**src/rtl/pkt_pkg.sv**
```systemverilog
// Shared definitions for the packet-triggered backscatter window controller:
// state encoding, default clock rate and a saturating counter helper.
package pkt_pkg;

  typedef enum logic [1:0] {
    IDLE    = 2'b00,
    MEASURE = 2'b01,
    GUARD   = 2'b10,
    WINDOW  = 2'b11
  } state_e;

  localparam int CNT_PER_US = 20;

  function automatic logic [15:0] sat_inc16(input logic [15:0] v);
    if (v == 16'hFFFF) begin
      return v;
    end else begin
      return v + 16'd1;
    end
  endfunction

endpackage

```
**src/rtl/pkt_tx_window.sv**
```systemverilog
// Measures each detected packet; a packet long enough opens a backscatter
// transmit window after a guard delay, a too-short one is flagged as rejected.
module pkt_tx_window #(
  parameter int CNT_PER_US = pkt_pkg::CNT_PER_US,
  parameter int MIN_PKT_US = 8,
  parameter int GUARD_US   = 10,
  parameter int WIN_US     = 100
) (
  input  logic       clk,
  input  logic       rst,
  input  logic       pkt_in,
  input  logic       enable,
  output logic       tx_en,
  output logic       tx_start,
  output logic       reject,
  output logic       busy,
  output logic [7:0] pkt_cnt
);
  import pkt_pkg::*;

  localparam logic [15:0] MIN_CYC   = 16'(CNT_PER_US * MIN_PKT_US);
  localparam logic [15:0] GUARD_CYC = 16'(CNT_PER_US * GUARD_US);
  localparam logic [15:0] WIN_CYC   = 16'(CNT_PER_US * WIN_US);

  state_e      state_r, state_n;
  logic        pkt_d_r;
  logic        rise_s;
  logic [15:0] len_cnt_r, len_cnt_n;
  logic [15:0] tmr_r, tmr_n;
  logic [7:0]  pkt_cnt_r, pkt_cnt_n;
  logic        tx_en_s, tx_start_s, reject_s, busy_s;
  logic        tx_en_r, tx_start_r, reject_r, busy_r;

  assign rise_s = pkt_in & ~pkt_d_r;

  // State, counters and the delayed packet level
  always_ff @(posedge clk or posedge rst) begin
    if (rst) begin
      state_r   <= IDLE;
      pkt_d_r   <= 1'b0;
      len_cnt_r <= 16'd0;
      tmr_r     <= 16'd0;
      pkt_cnt_r <= 8'd0;
    end else begin
      state_r   <= state_n;
      pkt_d_r   <= pkt_in;
      len_cnt_r <= len_cnt_n;
      tmr_r     <= tmr_n;
      pkt_cnt_r <= pkt_cnt_n;
    end
  end

  // Next-state logic; a disabled block falls back to IDLE from anywhere
  always_comb begin
    state_n   = state_r;
    len_cnt_n = len_cnt_r;
    tmr_n     = tmr_r;
    pkt_cnt_n = pkt_cnt_r;
    if (!enable) begin
      state_n   = IDLE;
      len_cnt_n = 16'd0;
      tmr_n     = 16'd0;
    end else begin
      case (state_r)
        IDLE: begin
          if (rise_s) begin
            state_n   = MEASURE;
            len_cnt_n = 16'd1;
          end else begin
            state_n = IDLE;
          end
        end
        MEASURE: begin
          if (pkt_in) begin
            len_cnt_n = sat_inc16(len_cnt_r);
          end else if (len_cnt_r >= MIN_CYC) begin
            state_n   = GUARD;
            tmr_n     = 16'd0;
            pkt_cnt_n = pkt_cnt_r + 8'd1;
          end else begin
            state_n   = IDLE;
            len_cnt_n = 16'd0;
          end
        end
        GUARD: begin
          // A new packet during the guard supersedes the pending window
          if (rise_s) begin
            state_n   = MEASURE;
            len_cnt_n = 16'd1;
            tmr_n     = 16'd0;
          end else if (tmr_r == GUARD_CYC - 16'd1) begin
            state_n = WINDOW;
            tmr_n   = 16'd0;
          end else begin
            tmr_n = tmr_r + 16'd1;
          end
        end
        WINDOW: begin
          if (tmr_r == WIN_CYC - 16'd1) begin
            state_n = IDLE;
            tmr_n   = 16'd0;
          end else begin
            tmr_n = tmr_r + 16'd1;
          end
        end
        default: begin
          state_n = IDLE;
          tmr_n   = 16'd0;
        end
      endcase
    end
  end

  // Output decode from the current state, gated so enable drops them at once
  always_comb begin
    tx_en_s    = enable & (state_r == WINDOW);
    tx_start_s = tx_en_s & (tmr_r == 16'd0);
    busy_s     = enable & (state_r != IDLE);
    reject_s   = enable & (state_r == MEASURE) & ~pkt_in & (len_cnt_r < MIN_CYC);
  end

  // Output registers; reset clears them without waiting for a clock
  always_ff @(posedge clk or posedge rst) begin
    if (rst) begin
      tx_en_r    <= 1'b0;
      tx_start_r <= 1'b0;
      reject_r   <= 1'b0;
      busy_r     <= 1'b0;
    end else begin
      tx_en_r    <= tx_en_s;
      tx_start_r <= tx_start_s;
      reject_r   <= reject_s;
      busy_r     <= busy_s;
    end
  end

  assign tx_en    = tx_en_r;
  assign tx_start = tx_start_r;
  assign reject   = reject_r;
  assign busy     = busy_r;
  assign pkt_cnt  = pkt_cnt_r;

endmodule

```
**config.mk**
```make
export PLATFORM = sky130hd
export DESIGN_NAME = pkt_tx_window
export DESIGN_NICKNAME = d
export VERILOG_FILES = /design/src/rtl/pkt_pkg.sv /design/src/rtl/pkt_tx_window.sv
export SDC_FILE = /design/constraint.sdc
export NUM_CORES = 1
export LEC_CHECK = 0
export BUFFER_PORTS_ARGS = -buffer_cell sky130_fd_sc_hd__buf_2
export CAP_MARGIN = 20
export CORE_MARGIN = 4
export CORE_UTILIZATION = 50
export CTS_CLUSTER_SIZE = 28
export DETAILED_ROUTE_END_ITERATION = 8
export PLACE_DENSITY = 0.68
export SYNTH_ARGS = -nofsm -noshare
export SYNTH_HDL_FRONTEND = slang
export SYNTH_SLANG_ARGS = --single-unit
```
**constraint.sdc**
```tcl
create_clock -name clk -period 2.6 [get_ports clk]
set_clock_uncertainty 0.15 [all_clocks]
set_input_delay 0.39 -clock clk [delete_from_list [all_inputs] [get_ports clk]]
set_output_delay 0.39 -clock clk [all_outputs]
set_load 0.005 [all_outputs]
```
# Word-level counts from Yosys, hierarchy flattened
# Cells that the tools add are included.
# word_totals
memories	0
input_bits	4
reg_bits	47
mem_bits_rw	0
output_inout_bits	12
mem_bits_ro	0
word_cells	67
latchBits	0
# op_classes
mux	21
n_mul	0
n_reduce_logical	8
div_mod_pow	0
n_addsub	3
n_shift	0
n_eq_ne	15
n_lt_le_gt_ge	2
bitwise	9
# ops
op	count
16-bit 2-to-1 mux	11
16-bit one-hot mux with 3 select lines	1
16-bit by 1-bit adder with 16-bit output, second input constant	2
16-bit one-hot mux with 2 select lines	1
16-bit by 11-bit equality test with 1-bit output, second input constant	1
16-bit equality test, second input constant	1
16-bit by 8-bit equality test with 1-bit output, second input constant	1
16-bit by 8-bit >= comparator with 1-bit output, second input constant	1
16-bit logical NOT	1
16-bit by 8-bit less-than comparator with 1-bit output, second input constant	1
2-bit 2-to-1 mux	6
4-bit inequality test, second input constant	3
3-bit inequality test, second input constant	3
8-bit by 1-bit adder with 8-bit output, second input constant	1
2-bit one-hot mux with 4 select lines	1
4-bit AND reduction	2
1-bit bitwise AND	7
3-bit by 2-bit inequality test with 1-bit output, second input constant	2
3-bit AND reduction	2
2-bit equality test, second input constant	2
4-bit by 1-bit inequality test with 1-bit output, second input constant	1
2-bit by 1-bit equality test with 1-bit output, second input constant	1
2-bit logical NOT	1
1-bit inverter	2
3 further kinds	3

# Depth between registers and ports, before layout
# Gate-level depths: netlist of the first run.
# depth
word_depth	5
mapped_depth	9
depth_no_buf	7

# Worst setup path after synthesis of the first run
# Ideal clock, no wire load.
# synth_timing
kind	register -> register
from	reg len_cnt_r[8]
to	reg len_cnt_r[13]
t_required_ns	2.355
arrival_time_ns	2.120
setup_time_ns	0.095
stages_incl_launch_ff	9
setup_slack_ns	0.234
period_less_slack_ns	2.366
path_cell_list	dfrtp_1 buf_6 nor4_2 a311oi_2 a31o_1 buf_6 or3_4 buf_6 o31ai_1
# synth_via
elab_chain_len	5
elab_cells_between_ends	10
# synth_rtl
element	line	source
start: declaration	pkt_tx_window.sv:28	logic [15:0] len_cnt_r, len_cnt_n;
start signal: assignment	pkt_tx_window.sv:47	len_cnt_r <= len_cnt_n;
16-bit by 1-bit adder with 16-bit output	pkt_pkg.sv:18	return v + 16'd1;
16-bit 2-to-1 mux	pkt_pkg.sv:15	if (v == 16'hFFFF) begin
16-bit 2-to-1 mux	pkt_tx_window.sv:74	if (pkt_in) begin
16-bit one-hot mux with 2 select lines	pkt_tx_window.sv:64	case (state_r)
16-bit 2-to-1 mux	pkt_tx_window.sv:59	if (!enable) begin
# Several ways; a longest one is shown, not always the timed one. The select of a mux whose other input is x is not followed.
# A chain may end at the register's enable or synchronous reset.

# Worst setup path in the final report of the first run
# layout_timing
from	reg len_cnt_r[12]
to	reg len_cnt_r[8]
# layout_via
elab_chain_len	3
elab_cells_between_ends	5
# layout_rtl
element	line
16-bit by 8-bit >= comparator with 1-bit output / 16-bit equality test (equally long branches)	pkt_tx_window.sv:76, pkt_pkg.sv:15
4-bit inequality test (no source line)	n/a
4-bit AND reduction (no source line) (*)	n/a
# Mark *: on every way between the ends. The rest lies on a longest branch, timed or not.

==> metrics list, run 1 <==
- Across all layers, the routed design uses 2,202 vias.
* Number of H-tree branching levels: 2
- Counting flops with an async set or reset pin after synthesis yields a share of 1.00.
- Count of maximum capacitance violations: 0
- The via count of the first global-routing pass is 1,989.
* Dominant register cell in the synthesized netlist: sky130_fd_sc_hd__dfrtp_1
- Final max-slew violation count: 0
* Final setup violation count: 0
- In this run the cell area of the synthesized design comes to 2730 µm².
- For this run, the post-layout net count is 309.
- The setup path with the least slack is of type flop to flop.
* Mean instance size in the synthesized netlist: 9.69 µm²
- Post-layout total power: 1.28 mW
- The number of hold violations in the final report came to 0.
* Boundary pin count: 16
- The worst setup path is captured at a flop.
* Most common cell after layout, fill and taps aside: sky130_fd_sc_hd__dfrtp_1
- Of the synthesized area, sequential elements account for 0.430.
* Number of clock sinks seen by CTS: 47
- In the finished design, the share of the clock period the worst path needs comes to 0.921.
* Clock buffer depth: 2
- Root Buffer Master: sky130_fd_sc_hd__clkbuf_8
- The first routing iteration left 179 violations.
- In the global route stage, overall resource usage came out at 0.184.
* Library cell contributing the largest single delay on the critical path: sky130_fd_sc_hd__or3_4
- The run finished with clean final reports.
* Final period demand of the worst path: 2390 ps
- For this run, design rule violations remaining after detail routing come to 0.
- The number of nets in the synthesized netlist is 295.
* Global-route congestion overflow total: 0
* Via density per instance: 6.00
- The library cells used most frequently in the layout, excluding fill and tap cells, are sky130_fd_sc_hd__dfrtp_1, sky130_fd_sc_hd__o31ai_1, sky130_fd_sc_hd__nand2_1, sky130_fd_sc_hd__nor2_1, sky130_fd_sc_hd__buf_2.
* EDFF count, synth: 0
- Starting Density: 0.525
- Final routed wirelength across all metal layers: 5.71 mm
- Setup crit start kind: flop
- For this run, the number of Yosys warnings is 0.
- Of the cells placed in the final design, the portion with a size suffix greater than 1 is 0.141.
- Arr. time, crit path: 2420 ps
- Along the worst path, the maximum fanout reaches 13.
- The die covers 6710 µm².
- The floorplan has 26 rows.
- The netlist uses 45 different library cells.
* Clock latency at the later pin of the worst-skew pair: 300 ps
- PortBufs: 15
- Non-Filler Cell Area, Final: 2970 µm²
- Peak supply drop: 0.000247 V
* Setup repair after global routing missed its margin: no
* CP required: 2620 ps
- CTS Buf Count: 5
- TritonCTS built the clock tree.
- Worst min path class: input port to async pin
- Entering global routing, the biggest net connects 48 pins.
- WL/cell: 15.6 µm
* Final RePlAce weighted congestion: 0.825
* PwrDens: 432 nW/µm²
- First-pass GRT wire length: 9.76 mm
- The first TritonRoute pass finished after 4 iterations.
- Series of cell instances along the critical path: nor4_2 -> a311oi_2 -> a31o_1 -> or3_4 -> o41ai_1
- Tightest slew margin relative to the limit: 0.605
- From synthesis to final layout, the design area changed by 8.56%.
* Top cells by area, synth: sky130_fd_sc_hd__dfrtp_1, sky130_fd_sc_hd__o31ai_1, sky130_fd_sc_hd__a22o_1
* Leakage power: 1.36 nW
* Most area-hungry cell type in the Yosys netlist: sky130_fd_sc_hd__dfrtp_1
- Slowest cell delay on critical path: 480 ps
* Chip width: 81.9 µm
- After floorplanning, the core was sized to cover 5200 µm².
* Gate count of the mapped netlist: 282
* Overall die height: 81.9 µm
- Once detail routing completed, the nets flagged for antenna violations numbered 0.
- Of the post-synthesis cell area, the dominant cell type holds 0.430.
- After legalization and detailed placement, the total HPWL measured 3.91 mm.
- Max Freq: 418 MHz
- After routing, the total negative slack on setup checks comes to 0 ps.
- The layout has 456 filler cells.
* Worst Tran Pin Value: 592 ps
- Antenna violations before repair: 0
- Dpl cell area: 2870 µm²
- Antenna fix cells: 0
- Clock-pin slew was measured on the worst setup and hold paths at 90 ps.
- Post-synthesis sequential element count: 47
power breakdown:
group | switching, mW | leakage [nW] | internal [mW] | total (mW)
registers | 0.00357 | 0.652 | 0.734 | 0.738
clock network | 0.256 | 0.0474 | 0.217 | 0.474
logic | 0.0485 | 0.661 | 0.0226 | 0.0711
total | 0.308 | 1.36 | 0.975 | 1.28
cell usage after synthesis, drive strengths merged (9+ instances only):
cell type,instances
a22o,13
clkbuf,12
dfrtp,47
ha,9
inv,10
nand2,20
nand3,12
nand4,12
nor2,16
nor2b,11
o21ai,16
o31ai,21
path summary, 6_finish.rpt:
check                                                from                  endpoint  slack (ps)  cells after the start
worst max-delay path            len_cnt_r[12]$_DFFE_PP0P_  len_cnt_r[8]$_DFFE_PP0P_         210                      5
worst min-delay path                                  rst    pkt_cnt[7]$_DFFE_PP0P_          80                      3
max in group asynchronous                             rst  len_cnt_r[3]$_DFFE_PP0P_        1820                      3
worst max register to register  len_cnt_r[12]$_DFFE_PP0P_  len_cnt_r[8]$_DFFE_PP0P_         210                      5
worst min register to register     pkt_cnt[7]$_DFFE_PP0P_    pkt_cnt[7]$_DFFE_PP0P_         310                      1
min in group clk                                   pkt_in         pkt_d_r$_DFF_PP0_         140                      1
cell type report:
| cell class | count | area, µm² | area share |
|---|---|---|---|
| flip-flops and latches | 47 | 1180 | 0.396 |
| repair buffers | 23 | 135 | 0.0455 |
| clock inverters | 2 | 16.3 | 0.00548 |
| clock buffers | 6 | 82.6 | 0.0278 |
| well taps | 70 | 87.6 | 0.0295 |
| inverters | 10 | 37.5 | 0.0126 |
| multi-input cells | 209 | 1430 | 0.483 |
worst max-delay path: cells and delay by family (launching register included):
family	cells	cell delay [ps]
and+or+nand+nor	2	920
AOI/OAI and AO/OA	3	720
DFF	1	470
state kept, by name, summed over array words and instances, names as in the netlist:
signal and count:
pkt_cnt 8, len_cnt_r 16, tx_start 1, busy 1, tmr_r 16, tx_en 1, reject 1, state_r 2
pkt_d_r 1
logic make-up (layout without fill, tap and decap cells):
kind of cell	count (synthesis)	in the layout	synth area share
mux	6	6	0.0233
compound gates	76	76	0.207
fa+ha+maj	9	9	0.0412
simple gates	111	111	0.229
xor+xnor	7	7	0.0224
buf+inv	26	41	0.0467
flops	47	47	0.430
per-stage QoR:
| stage | util | worst slack (ps) | cells | hold WS [ps] |
|---|---|---|---|---|
| global placement | 0.551 | 212 | 359 | 301 |
| CTS | 0.570 | 185 | 367 | 99.1 |
| finish | 0.570 | 206 | 367 | 78.7 |
| floorplan | - | 234 | 282 | 271 |
| global route | 0.570 | 39.1 | 367 | 112 |
| detailed placement | 0.551 | 215 | 359 | 302 |
layer usage:
layer,share of wire,up-vias,GRT usage
met3,0.034,7,0.0340
met4,0.015,0,0.0515
met5,0,-,0
met1,0.50,1062,0.269
li1,-,1101,-
met2,0.45,32,0.279
what timing repair did:
item                                   4_1_cts  5_1_grt
setup endpoints to repair                    0        1
hold buffers                                 0        0
endpoints found under the hold margin        0        0
gates resized for setup                      0        1
setup buffers                                0        0
(Power assumes the default switching activity.)
==> inputs of run 2 (changes only) <==
--- a/config.mk
+++ b/config.mk
@@ -8,10 +8,10 @@
 export BUFFER_PORTS_ARGS = -buffer_cell sky130_fd_sc_hd__buf_2
 export CAP_MARGIN = 20
 export CORE_MARGIN = 4
-export CORE_UTILIZATION = 50
+export CORE_UTILIZATION = 51
 export CTS_CLUSTER_SIZE = 28
 export DETAILED_ROUTE_END_ITERATION = 8
-export PLACE_DENSITY = 0.68
+export PLACE_DENSITY = 0.69
 export SYNTH_ARGS = -nofsm -noshare
 export SYNTH_HDL_FRONTEND = slang
 export SYNTH_SLANG_ARGS = --single-unit
==> run 2 against run 1 <==
Against the previous run:
- global-route usage up 0.45 points
- critical endpoint is now len_cnt_r[10]$_DFFE_PP0P_
- critical path depth unchanged
- combinational power is 3.1% lower
- sequential power about the same
- sequential share of layout area rose by 0.13 points
- non-clock buffer count down 1
- critical path type unchanged
- via count increased by 0.91%
- maximum frequency decreased by 2.3%
- design area decreased by 0.34%
==> metrics list, run 2 (synthesis gave the netlist of run 1 again) <==
- Chip width: 81.2 µm (-0.89%)
- Worst min path class: input port to async pin
- Via count of the first global-routing pass: 2,064 (+3.8%)
* Most common cell after layout, fill and taps aside: sky130_fd_sc_hd__dfrtp_1
* Post-CTS Hold Fix Bufs: 0 (unchanged)
- The worst setup path is launched from a flop.
* Placed cells: 358 (-0.28%)
* Worst-path fanout max: 13 (unchanged)
- Clock tree synthesis selected as its root buffer the cell sky130_fd_sc_hd__clkbuf_8.
- Number of clock sinks seen by CTS: 47 (unchanged)
- The number of rows created at floorplan came to 26 (unchanged).
- The overall die area is 6600 µm² (-1.8%).
* Critical path type: flop to flop
- PwrDens: 434 nW/µm² (+0.48%)
- The required time of the worst setup path came to 2640 ps (+20 ps).
- Antenna violations before repair: 0 (unchanged)
- Final max-slew violation count: 0 (unchanged)
* Clock transition at the registers of the reported paths: 90 ps (about the same)
* CP Capture Type: flop
- Count of nets left with antenna violations after detail routing: 0 (unchanged)
- The portion of the clock cycle consumed by the worst path in the final layout came to 0.942 (+0.0214).
- The number of diodes added for antenna fixing was 0 (unchanged).
* Vias after detailed routing: 2,222 (+0.91%)
- The detailed-routing iteration count for the pre-antenna-repair pass was 4 (unchanged).
- The critical path arrival was 2490 ps (+70 ps).
- The effective utilization at floorplan was 0.532 (+0.00665).
- The net total in the final layout was 308 (-0.32%).
- Global-route congestion overflow total: 0 (unchanged)
- Number of H-tree branching levels: 2 (unchanged)
- The worst register-to-register path ends at len_cnt_r[10]$_DFFE_PP0P_.
- Number of buffers inserted to repair setup after CTS: 0 (unchanged)
- The number of cells on the worst reg-to-reg path was 5 (unchanged).
* Setup repair after global routing missed its margin: no
* Peak supply drop: 0.000259 V (+5.0%)
- Clock latency at the later pin of the worst-skew pair: 300 ps (about the same)
- Status: finished, final reports clean
- The number of buffers inserted by port buffering came to 15 (unchanged).
* Final setup violation count: 0 (unchanged)
- Post-cts repair resize count: 0 (unchanged)
- The leakage power was 1.36 nW (-0.34%).
- Final RePlAce weighted congestion: 0.825 (about the same)
- Relative to the synthesized area, the layout overhead comes to 8.19%.
- R2R setup slack: 150 ps (-60 ps)
- Leaving out fill and tap cells, the most frequent cells in the layout are sky130_fd_sc_hd__dfrtp_1, sky130_fd_sc_hd__o31ai_1, sky130_fd_sc_hd__nand2_1, sky130_fd_sc_hd__nor2_1, sky130_fd_sc_hd__buf_2.
* Core footprint: 5140 µm² (-1.2%)
- The number of maximum-capacitance violations is 0 (unchanged).
* Final routed wirelength across all metal layers: 5.72 mm (+0.19%)
- The global-route usage over all layers is 0.189 (+0.00448).
- The remaining design rule violation count is 0 (unchanged).
* Clock tree from TritonCTS: built
- WL/cell: 15.6 µm (+0.47%)
- Total Negative Setup Slacks: 0 ps (unchanged)
- The sum of net half-perimeters after detailed placement is 3.87 mm (-1.0%).
- The wire length of the first global-routing pass came to 9.79 mm (+0.36%).
- The total clock buffers created by CTS came to 5 (unchanged).
- The relative slew slack was 0.398 (-0.207).
- Worst Tran Pin Value: 899 ps (+307 ps)
* Clock buffer depth: 2 (unchanged)
- The ratio of routed vias to standard cells was 6.07 (+1.2%).
* Max Freq: 408 MHz (-2.3%)
- The total I/O pin count is 16 (unchanged).
* Final period demand of the worst path: 2450 ps (+55.5 ps)
- The count of non-filler cells in the finished layout is 366 (-0.27%).
* Final hold viol count: 0 (unchanged)
- Overall die height: 81.2 µm (-0.89%)
* DRC violation total after the first TritonRoute iteration: 161 (-10%)
- Number of fill cells: 476 (+4.4%)
* FF-to-FF Start: len_cnt_r[12]$_DFFE_PP0P_
* Share of final-layout standard cells stronger than drive strength 1: 0.135 (-0.00628)
- The largest net degree at the start of global routing came to 48 (unchanged).
- Share of the core filled with cells: 0.575 (+0.00527)
-- run 2: cell count changes in the layout (fill, tap and decap cells not counted), sizes merged --
cell  change
buf       -1
-- run 2: metal layers --
layer  vias up  track usage  wire [µm]
met5         -            0          0
met4         0       0.0709         64
met3         7       0.0421        169
met2        32        0.285       2570
met1      1089        0.265       2920
li1       1094            -          -
-- run 2: final cells by class --
| cell class | instances | area, µm² | area share |
|---|---|---|---|
| repair buffers | 22 | 128 | 0.0431 |
| flip-flops and latches | 47 | 1180 | 0.398 |
| clock inverters | 2 | 16.3 | 0.00550 |
| well taps | 70 | 87.6 | 0.0296 |
| multi-input cells | 209 | 1430 | 0.484 |
| clock buffers | 6 | 82.6 | 0.0279 |
| inverters | 10 | 37.5 | 0.0127 |
-- run 2: through the flow --
stage	power, mW	area (µm²)	hold slack (ps)	setup slack [ps]
after detailed placement	0.823	2860	312	163
after global placement	0.821	2860	301	216
final	1.28	2960	74.6	151
after floorplan	0.802	2730	271	234
after CTS	1.30	2960	99.0	156
after global routing	1.34	2960	119	31.7
-- run 2: worst max path at each step --
stage                                   start                   endpoint
CTS                 len_cnt_r[12]$_DFFE_PP0P_   len_cnt_r[9]$_DFFE_PP0P_
global placement    len_cnt_r[12]$_DFFE_PP0P_   len_cnt_r[8]$_DFFE_PP0P_
floorplan            len_cnt_r[8]$_DFFE_PP0P_  len_cnt_r[13]$_DFFE_PP0P_
detailed placement  len_cnt_r[12]$_DFFE_PP0P_   len_cnt_r[9]$_DFFE_PP0P_
global route           state_r[1]$_DFFE_PP0P_       tmr_r[0]$_DFFE_PP0P_
finish              len_cnt_r[12]$_DFFE_PP0P_  len_cnt_r[10]$_DFFE_PP0P_
-- run 2: power breakdown --
group,internal (mW),switching [mW],leakage (nW)
Clock,0.217,0.260,0.0474
Sequential,0.734,0.00337,0.652
Combinational,0.0211,0.0478,0.656
-- run 2: critical path, cell delays in order (launching register included) --
cell                       delay, ps
sky130_fd_sc_hd__dfrtp_1         470
sky130_fd_sc_hd__nor4_2          480
sky130_fd_sc_hd__a311oi_2        180
sky130_fd_sc_hd__a31o_1          280
sky130_fd_sc_hd__or3_4           500
sky130_fd_sc_hd__o41ai_1         280
==> inputs of run 3 (changes only) <==
--- a/config.mk
+++ b/config.mk
@@ -9,9 +9,11 @@
 export CAP_MARGIN = 20
 export CORE_MARGIN = 4
 export CORE_UTILIZATION = 51
+export CTS_BUF_LIST = sky130_fd_sc_hd__clkbuf_4
 export CTS_CLUSTER_SIZE = 28
 export DETAILED_ROUTE_END_ITERATION = 8
 export PLACE_DENSITY = 0.69
+export REMOVE_ABC_BUFFERS = 1
 export SYNTH_ARGS = -nofsm -noshare
 export SYNTH_HDL_FRONTEND = slang
 export SYNTH_SLANG_ARGS = --single-unit
==> run 3 against run 2 <==
Against the previous run:
- sequential share of layout area is 0.36 points higher
- worst hold slack got worse by 66 ps
- critical path depth grew 1
- setup slack improved by 40 ps
- routed wire length decreased by 2.1%
- global-route usage up 0.68 points
- maximum frequency rose by 1.6%
- clock-buffer cell count increased by 1
- register-to-register slack improved by 40 ps
- first-iteration DRC count up 1.9%
- non-clock buffer count is 2 higher
- combinational power up 2%
==> metrics list, run 3 (synthesis gave the netlist of run 1 again) <==
- Status: finished, final reports clean
- The effective utilization at floorplan came to 0.532 (unchanged).
- Clock transition at the registers of the reported paths: 130 ps (+40 ps)
* Worst reg2reg path depth: 6 (+1)
* Antenna fix cells: 0 (unchanged)
- met2 is the most crowded layer.
- Leaving out fill and tap cells, the most frequent cell in the layout is sky130_fd_sc_hd__dfrtp_1.
- The overall die area was 6600 µm² (unchanged).
* Maximum number of pins on one net before global-route repair: 48 (unchanged)
- The maximum vdd drop came to 0.000166 V (-36%).
- Final hold viol count: 0 (unchanged)
- The largest buffer count on any clock path came to 2 (unchanged).
* Leakage power: 1.35 nW (-0.12%)
- Final max-slew violation count: 0 (unchanged)
- The worst register-to-register path begins at state_r[1]$_DFFE_PP0P_.
- Non-Filler Cell Area, Final: 2930 µm² (-0.89%)
* Antenna violations before repair: 0 (unchanged)
- The fraction of met3 tracks used by global routing came to 0.0399 (-0.00222).
- Arr. time, crit path: 2570 ps (+80 ps)
- The post-cts sizing count is 0 (unchanged).
* PwrDens: 394 nW/µm² (-9.4%)
- Global-route congestion overflow total: 0 (unchanged)
- GR Util met2: 0.300 (+0.0156)
- Worst-path fanout max: 13 (unchanged)
* First-pass GRT wire length: 10.2 mm (+3.9%)
* Worst Tran Pin Value: 954 ps (+54.7 ps)
- Compared with the post-synthesis result, the final layout area differs by 7.23%.
- Capture instance of the worst register-to-register path: tmr_r[0]$_DFFE_PP0P_
- Setup crit start kind: flop
- The setup slack on the worst flop-to-flop path is 190 ps (+40 ps).
- Root Buffer Master: sky130_fd_sc_hd__clkbuf_4
* Setup repair after global routing missed its margin: no
* Dpl cell area: 2870 µm² (+0.53%)
- The portion of the clock cycle consumed by the worst path in the final layout was 0.927 (-0.0152).
- First-pass DRT Iterations: 4 (unchanged)
- The clock period minus final worst setup slack came to 2410 ps (-39.6 ps).
- PortBufs: 15 (unchanged)
- The number of sinks handled by clock tree synthesis came to 47 (unchanged).
- Share of the core filled with cells: 0.570 (-0.00511)
- The global-route usage over all layers came to 0.196 (+0.00677).
* CTS Buf Count: 5 (unchanged)
- The via count of the first global-routing pass came to 2,186 (+5.9%).
- Chip width: 81.2 µm (unchanged)
- The total I/O pin count was 16 (unchanged).
* Via density per instance: 6.08 (+0.17%)
- The height of the die was 81.2 µm (unchanged).
- Clock tree from TritonCTS: built
- Post-CTS Hold Fix Bufs: 0 (unchanged)
- The critical path in this run is classified as flop to flop.
- Number of buffers inserted to repair setup after CTS: 0 (unchanged)
* Final HPWL from detailed placement: 3.83 mm (-0.85%)
- WL/cell: 15.2 µm (-2.6%)
- The sequential cell area came to 1180 µm² (unchanged).
- The area taken by multi-input logic gates is 1430 µm² (unchanged).
- The maximum level of the CTS H-tree was 2 (unchanged).
- Number of fill cells: 473 (-0.63%)
- Final RePlAce weighted congestion: 0.775 (-6.1%)
* Count of maximum capacitance violations: 0 (unchanged)
- The core area came to 5140 µm² (unchanged).
- DRC violation total after the first TritonRoute iteration: 164 (+1.9%)
* Final net count: 310 (+0.65%)
* Max Freq: 415 MHz (+1.6%)
- The fraction of final layout cells with drive strength greater than 1 came to 0.141 (+0.00580).
- Tightest slew margin relative to the limit: 0.362 (-0.0366)
* Worst min path class: input port to async pin
* CP Capture Type: flop
* Total number of placement rows: 26 (unchanged)
- Total Negative Setup Slacks: 0 ps (unchanged)
* Met1 usage in global routing: 0.274 (+0.00938)
- Final routed wirelength across all metal layers: 5.60 mm (-2.1%)
* Final setup violation count: 0 (unchanged)
* Clock latency at the later pin of the worst-skew pair: 360 ps (+60 ps)
- Leading cell types in the layout, fill and taps excluded: sky130_fd_sc_hd__dfrtp_1, sky130_fd_sc_hd__o31ai_1, sky130_fd_sc_hd__nand2_1, sky130_fd_sc_hd__nor2_1, sky130_fd_sc_hd__buf_2
- CP required: 2760 ps (+120 ps)
- Drt drc: 0 (unchanged)
- The total via count after detailed routing is 2,238 (+0.72%).
- The count of nets left with antenna violations after detail routing is 0 (unchanged).
[run 3: cell types whose count changed in the layout (fill, tap and decap cells not counted), sizes merged]
cell,change
buf,+2
clkbuf,+1
clkinvlp,-1
[run 3: routing by layer]
layer,part of all wire,wire [µm]
met4,0.014,79
met1,0.51,2830
met2,0.44,2460
met3,0.041,232
met5,0,0
[run 3: critical path, stage by stage, from the launching register on]
cell	delay [ps]
sky130_fd_sc_hd__dfrtp_1	390
sky130_fd_sc_hd__inv_1	80
sky130_fd_sc_hd__ha_1	240
sky130_fd_sc_hd__and2_1	190
sky130_fd_sc_hd__a32o_1	280
sky130_fd_sc_hd__nor2_1	740
sky130_fd_sc_hd__mux2_2	290
[run 3: worst max-delay path by stage]
stage               slack, ps  cells past startpoint                   end                    from
CTS                       160                      6  tmr_r[0]$_DFFE_PP0P_  state_r[1]$_DFFE_PP0P_
global placement          250                      6  tmr_r[0]$_DFFE_PP0P_  state_r[1]$_DFFE_PP0P_
floorplan                  70                      5  tmr_r[0]$_DFFE_PP0P_   tmr_r[14]$_DFFE_PP0P_
finish                    190                      6  tmr_r[0]$_DFFE_PP0P_  state_r[1]$_DFFE_PP0P_
detailed placement        210                      6  tmr_r[0]$_DFFE_PP0P_  state_r[1]$_DFFE_PP0P_
global route               30                      7  tmr_r[0]$_DFFE_PP0P_  state_r[1]$_DFFE_PP0P_
[run 3: final cells by class]
cell class                 count  share of cell area
timing repair buffer          24              0.0487
inverter                      10              0.0128
multi-input combinational    209               0.488
sequential                    47               0.401
tap                           70              0.0299
clock inverter                 1             0.00171
clock buffer                   7              0.0179
[run 3: metrics by stage]
| step | hold slack, ps | setup WS, ps | power (mW) | std cells |
|---|---|---|---|---|
| finish | 8.53 | 190 | 1.15 | 368 |
| CTS | 26.3 | 165 | 1.17 | 368 |
| floorplan | 271 | 71.6 | 0.797 | 266 |
| global placement | 303 | 246 | 0.822 | 360 |
| detailed placement | 302 | 208 | 0.824 | 360 |
| global route | 48.6 | 26.7 | 1.21 | 368 |
[run 3: power by group]
part / leakage (nW) / total, mW / internal [mW] / switching [mW]
registers: 0.652 / 0.739 / 0.735 / 0.00349
clock network: 0.0361 / 0.345 / 0.127 / 0.218
logic: 0.666 / 0.0701 / 0.0214 / 0.0487
total: 1.35 / 1.15 / 0.883 / 0.271
